<file path="config.mk">
export PLATFORM = sky130hd
export DESIGN_NAME = riscv_alu_arbiter
export DESIGN_NICKNAME = d
export VERILOG_FILES = /design/src/rtl/riscv_alu_arbiter.sv
export SDC_FILE = /design/constraint.sdc
export NUM_CORES = 1
export LEC_CHECK = 0
export CAP_MARGIN = 5
export CORE_MARGIN = 2
export CORE_UTILIZATION = 36
export DETAILED_ROUTE_END_ITERATION = 16
export GPL_ROUTABILITY_DRIVEN = 0
export MAX_ROUTING_LAYER = met4
export PLACE_DENSITY = 0.84
export SYNTH_ARGS = -nofsm -noshare
export SYNTH_HDL_FRONTEND = slang
export SYNTH_SLANG_ARGS = --single-unit
export TNS_END_PERCENT = 5
</file>
<file path="constraint.sdc">
create_clock -name clk_i -period 2.7 [get_ports clk_i]
set_input_delay 0.54 -clock clk_i [delete_from_list [all_inputs] [get_ports clk_i]]
set_output_delay 0.54 -clock clk_i [all_outputs]
set_load 0.01 [all_outputs]
</file>
<file path="src/rtl/riscv_alu_arbiter.sv">
// -----------------------------------------------------------------------------
// riscv_alu_arbiter
//
// Shares one combinational ALU between two requesters. A round-robin grant
// picks one request in IDLE, the operands are captured, driven to the ALU for
// one cycle (EXEC), and the registered result is presented until the consumer
// accepts it (RESP). Only one operation is in flight at a time.
//
// Ports:
//   clk_i, rst_i                 clock, synchronous active-high reset
//   req_valid_i[1:0]             per-requester request valid
//   req_ready_o[1:0]             per-requester accept (only ever in IDLE)
//   req0_op_i, req1_op_i         requested ALU opcode ([2:0] op, [3] SUB/SRA)
//   req0_a_i/b_i, req1_a_i/b_i   requested operands
//   alu_op_o, alu_a_o, alu_b_o   captured operation driven to the shared ALU
//   alu_result_i                 combinational ALU result
//   rsp_valid_o, rsp_ready_i     response handshake
//   rsp_id_o                     requester that owns the response
//   rsp_result_o                 registered ALU result
// -----------------------------------------------------------------------------
module riscv_alu_arbiter #(
    parameter int XLEN         = 32,
    parameter int ALU_OP_WIDTH = 4
) (
    input  logic                    clk_i,
    input  logic                    rst_i,
    input  logic [1:0]              req_valid_i,
    output logic [1:0]              req_ready_o,
    input  logic [ALU_OP_WIDTH-1:0] req0_op_i,
    input  logic [ALU_OP_WIDTH-1:0] req1_op_i,
    input  logic [XLEN-1:0]         req0_a_i,
    input  logic [XLEN-1:0]         req0_b_i,
    input  logic [XLEN-1:0]         req1_a_i,
    input  logic [XLEN-1:0]         req1_b_i,
    output logic [ALU_OP_WIDTH-1:0] alu_op_o,
    output logic [XLEN-1:0]         alu_a_o,
    output logic [XLEN-1:0]         alu_b_o,
    input  logic [XLEN-1:0]         alu_result_i,
    output logic                    rsp_valid_o,
    input  logic                    rsp_ready_i,
    output logic                    rsp_id_o,
    output logic [XLEN-1:0]         rsp_result_o
);

    typedef enum logic [1:0] {
        IDLE = 2'd0,
        EXEC = 2'd1,
        RESP = 2'd2
    } state_e;

    state_e                  state_q, state_d;
    logic                    last_grant_q, last_grant_d;
    logic                    id_q, id_d;
    logic [ALU_OP_WIDTH-1:0] op_q, op_d;
    logic [XLEN-1:0]         a_q, a_d;
    logic [XLEN-1:0]         b_q, b_d;
    logic [XLEN-1:0]         result_q, result_d;

    logic grant_id;
    logic handshake;

    // With both requesters valid, the one that did not win last time wins now;
    // otherwise the single valid requester is chosen (bit 1 tells which).
    always_comb begin
        if (req_valid_i == 2'b11) begin
            grant_id = ~last_grant_q;
        end else begin
            grant_id = req_valid_i[1];
        end
    end

    // Ready is only offered in IDLE and never while reset is asserted, so a
    // requester cannot see an accept that reset is about to discard.
    always_comb begin
        req_ready_o = 2'b00;
        if (state_q == IDLE && !rst_i && (|req_valid_i)) begin
            req_ready_o = grant_id ? 2'b10 : 2'b01;
        end
    end

    assign handshake = |req_ready_o;

    always_comb begin
        state_d      = state_q;
        last_grant_d = last_grant_q;
        id_d         = id_q;
        op_d         = op_q;
        a_d          = a_q;
        b_d          = b_q;
        result_d     = result_q;
        unique case (state_q)
            IDLE: begin
                if (handshake) begin
                    id_d         = grant_id;
                    last_grant_d = grant_id;
                    op_d         = grant_id ? req1_op_i : req0_op_i;
                    a_d          = grant_id ? req1_a_i  : req0_a_i;
                    b_d          = grant_id ? req1_b_i  : req0_b_i;
                    state_d      = EXEC;
                end
            end
            EXEC: begin
                result_d = alu_result_i;
                state_d  = RESP;
            end
            RESP: begin
                if (rsp_ready_i) begin
                    state_d = IDLE;
                end
            end
            default: state_d = IDLE;
        endcase
    end

    always_ff @(posedge clk_i) begin
        if (rst_i) begin
            state_q      <= IDLE;
            last_grant_q <= 1'b1;
            id_q         <= 1'b0;
            op_q         <= '0;
            a_q          <= '0;
            b_q          <= '0;
            result_q     <= '0;
        end else begin
            state_q      <= state_d;
            last_grant_q <= last_grant_d;
            id_q         <= id_d;
            op_q         <= op_d;
            a_q          <= a_d;
            b_q          <= b_d;
            result_q     <= result_d;
        end
    end

    // The ALU only ever sees the captured registers, never the request ports.
    assign alu_op_o     = op_q;
    assign alu_a_o      = a_q;
    assign alu_b_o      = b_q;
    assign rsp_valid_o  = (state_q == RESP);
    assign rsp_id_o     = id_q;
    assign rsp_result_o = result_q;

endmodule

</file>
# [After elaboration in Yosys (flattened, before gate mapping)]
# Index checks and enable logic that the tools add are counted.
# W data, S select, Z words.
[word_totals] reg_bits=104 inputBits=173 output_inout_bits=104 word_cells=30
[classes] eq_ne=5 muxes=9 bitwise=1 n_reduce_logical=8
[op_table] op="$mux W32" count=2
[op_table] op="$mux W2" count=4
[op_table] op="$pmux W2 S3" count=1
[op_table] op="$eq A2 B2 Y1 const B" count=2
[op_table] op="$mux W4" count=1
[op_table] op="$reduce_and A2 Y1" count=2
[op_table] op="$reduce_or A2 Y1" count=2
[op_table] op="$eq A2 B1 Y1 const B" count=1
[op_table] op="$logic_and A1 B1 Y1" count=2
[op_table] op="$logic_not A2 Y1" count=1
[op_table] op="$ne A2 B1 Y1 const B" count=1
[op_table] op="$ne A2 B2 Y1 const B" count=1
[op_table] op="$logic_not A1 Y1" count=1
[op_table] op="$mux W1" count=1
[op_table] op="$not A1 Y1" count=1

# [Logic depth before layout (Yosys ltp)]
# Gate-level depths: netlist (run 1).
[depth] ltp_word=7 ltp_mapped=7 mapped_depth_nobuf=3

# [Worst setup path before layout (run 1)]
# Ideal clock, no wire load.
[synth_timing] path_type="input-to-output" start="in rst_i" end="out req_ready_o[1]" arrival_time_ns=1.724 t_required_ns=2.160 slack_ns=0.436 cell_stages=5 path_buffers=3 path_cell_list="buf_6 or3_1 buf_6 a211oi_4 buf_6"
[synth_between] elab_chain_cells=4
[synth_lines] element="from (decl)" line="26" text="input logic rst_i,"
[synth_lines] element="$logic_not A1 Y1" line="76" text="if (state_q == IDLE && !rst_i && (|req_valid_i)) begin"
[synth_lines] element="$logic_and A1 B1 Y1 (2 in a row)" line="76"
[synth_lines] element="$mux W2" line="76"
[synth_lines] element="to (decl)" line="28" text="output logic [1:0] req_ready_o,"
# Every way passes these cells.

# [Worst setup path in the final report (run 1)]
# Same ends and word-level chain as after synthesis.

==> flow_summary.toml, run 1 <==
[run_status]
result_of_the_run = "completed"

[finish]
final_nets = 891
layout-area-overhead-vs-synth_pct = 72.9
drive_gt1_frac = 0.0402
diodes = 0

[die]
die_height_um = 111
die_x_um = 111
design.die.area_mm2 = 0.0124
std_cell_rows = 39
top_level_ports = 277
core_mm2 = 0.0113
effective_utilization_at_floorplan = 0.365

[place]
port_buffers = 276
dpl.hpwl_mm = 10.4
place_worst_setup_slack_ns = -0.131

[synthesis]
synth_nets = 645
count_of_yosys_warnings_during_synthesis = 0
synth.top_cells.by_area = "dfxtp_1 50%, a221o_1 16%, nand2_1 12%"
library_cell_with_the_largest_summed_area_after_synthesis = "dfxtp_1"
total_standard_cell_area_after_synthesis_mm2 = 0.00414
synth_area_per_cell_um2 = 8.76
synth_top_cell_area_share = 0.503
synthDistinctLibCells = 20
synth_sequential_area_ratio = 0.503
ys_ff_latch = 104
number_of_instances_in_the_synthesized_netlist = 472

[sta]
report.final.setup_viol = 0
report.final.hold_viol_count = 0
setup_ws_ns = 0.163
tns_ns = 0
fin_crit_ns = 2.54
final.setup_skew_ns = 0.00585
top_achievable_clock_speed_mhz = 394
worstMarginPinSlew_ns = 0.758
rsz0062_at_grt = "false"
maxSlewViolCount = 0
max-slew-margin-rel = 0.495
finalCritPeriodShare = 0.940

[route]
detail_route_antenna_nets = 0
drt_first_pass_iters = 5
drcViolationCount = 0
num_vias = 4634
wl_mm = 14.6
via_to_cell_ratio = 5.36
drtIter0Drc = 349
detail_route.wl_per_cell_um = 16.9

[clock_network]
cts-hold-fix-buffers = 0
cts-htree-levels = 3
numCtsBuffers = 9
cts.clk_slew.worst_paths_ns = 0.06
clock_tree.buffer_depth = 2
insertion_delay_ns = 0.33
tritoncts_clock_tree = "yes"
root_buffer_master = "clkbuf_16"
tritoncts_num_sinks = 104

[critical_path]
critical_path_required_ns = 2.16
cell_by_cell_listing_of_the_critical_path = "clkdlybuf4s50_1, or3_2, a211oi_4, dlygate4sd2_1"
register_to_register_setup_slack_ns = 0.54
cpPeakStageDelay_ns = 0.49
cp_data_arrival_time_ns = 2.00
setup.worst_path.class = "in -> out"
crit_path_end_kind = "primary output"
worst_setup_path_start_kind = "primary input"
path_max_fanout = 4
cp_slowest_cell = "or3_2"

[pwr]
power.combinational.fraction = 0.255
intPower_uw = 2890
clock_power_share = 0.293
p_leak_uw = 0.00269
vdd.ir_drop.worst_v = 0.000302
p_seq_frac = 0.452
switching_power_uw = 1030
netSwitchingFraction = 0.262
power_per_cell_area_mw_per_mm2 = 548

[grt]
global_routing_usage_summed_across_all_routing_layers = 0.234
grt_antenna_before_repair = 0
grt_first_pass_wirelength_mm = 23.0
grt_max_degree = 71
remaining_global_route_overflow = 0
number_of_global_route_vias_before_repair = 4631

[hold_path]
min-delay-path-class = "reg -> reg"

[job]
maxCapViolations = 0
[final timing paths]
kind                                startpoint                           end  cells after the start
setup / recovery                         rst_i                req_ready_o[1]                      4
hold / removal    rsp_result_o[0]$_SDFFE_PP0N_  rsp_result_o[0]$_SDFFE_PP0N_                      2
setup reg to reg       state_q[1]$_SDFFE_PP0P_      alu_b_o[12]$_SDFFE_PP0P_                      4
hold reg to reg   rsp_result_o[0]$_SDFFE_PP0N_  rsp_result_o[0]$_SDFFE_PP0N_                      2
[worst max-delay path: cells and delay by family]
family / cells / cell delay [ns]
compound gates: 1 / 0.25
buf+inv: 2 / 0.72
simple gates: 1 / 0.49
[area by class of cell]
cell class	instances	area (µm²)
clock buffer	11	233
clock inverter	4	22.5
fill	928	4170
inverter	2	7.51
multi-input combinational	315	1800
sequential	104	2080
tap	143	179
timing repair buffer	286	2830
[layer usage]
metal | GRT usage | vias to the layer above | routed length, µm
li1 | - | 2189 | -
met1 | 0.273 | 2149 | 5990
met2 | 0.397 | 264 | 7140
met3 | 0.0459 | 32 | 1070
met4 | 0.0955 | 0 | 382
met5 | - | - | 0
[per-stage QoR]
stage / util / power [µW] / instance area, µm² / std cells / hold WS [ns]
after floorplan: - / 2190 / 4140 / 472 / 0.477
after global placement: 0.609 / 2780 / 6900 / 850 / 0.436
after detailed placement: 0.609 / 2800 / 6900 / 850 / 0.447
after CTS: 0.632 / 3960 / 7150 / 865 / 0.456
after global routing: 0.632 / 4100 / 7150 / 865 / 0.472
final: 0.632 / 3920 / 7150 / 865 / 0.453
[layout by cell type, fill, tap and decap left out, types with 3 or more instances in the layout]
cell	netlist	final
a21oi_1	33	33
a221o_1	68	68
buf_4	0	10
clkbuf_16	0	9
clkdlybuf4s50_1	0	273
clkinv_2	0	3
dfxtp_1	104	104
nand2_1	132	132
nor3_1	68	68
[kinds of logic (layout without fill, tap and decap cells)]
family,Yosys count,after routing,share of synthesized area
and+or+nand+nor,210,210,0.217
AOI/OAI and AO/OA,105,105,0.214
DFF,104,104,0.503
buffers and inverters,53,303,0.0653
[flip-flops by register name, indices dropped and copies added, names as in the netlist]
register / cells
alu_b_o: 32
alu_op_o: 4
state_q: 2
rsp_result_o: 32
alu_a_o: 32
rsp_id_o: 1
last_grant_q: 1
[power by group through the flow]
stage,Combinational (µW),Sequential (µW),Clock [µW]
finish,1000,1770,1150
global placement,984,1800,0
global route,1070,1790,1240
floorplan,331,1850,0
detailed placement,1000,1800,0
CTS,1010,1770,1180
[what timing repair did]
item,CTS,global route
setup endpoints to repair,2,0
resized for setup,2,0
buffers inserted,0,0
[cells in the mapped netlist (all sizes together)]
cell type	n
nand2	132
dfxtp	104
a221o	68
nor3	68
clkbuf	38
a21oi	33
buf	13
nor2b	3
inv	2
nand2b	2
nor2	2
a211oi	1
a21o	1
nor3b	1
o21ai	1
o31a	1
or3	1
or3b	1
Note: power is estimated with default switching activity, not from simulation.
==> inputs of run 2 (changes only) <==
Settings changed: TNS_END_PERCENT 5 to unset.
==> results of run 2 <==
The final DEF is identical to that of run 1; final timing and power are the same.
==> inputs of run 3 (changes only) <==
Settings changed: GPL_ROUTABILITY_DRIVEN 0 to 1.
==> results of run 3 <==
The final DEF is identical to that of run 1; final timing and power are the same.
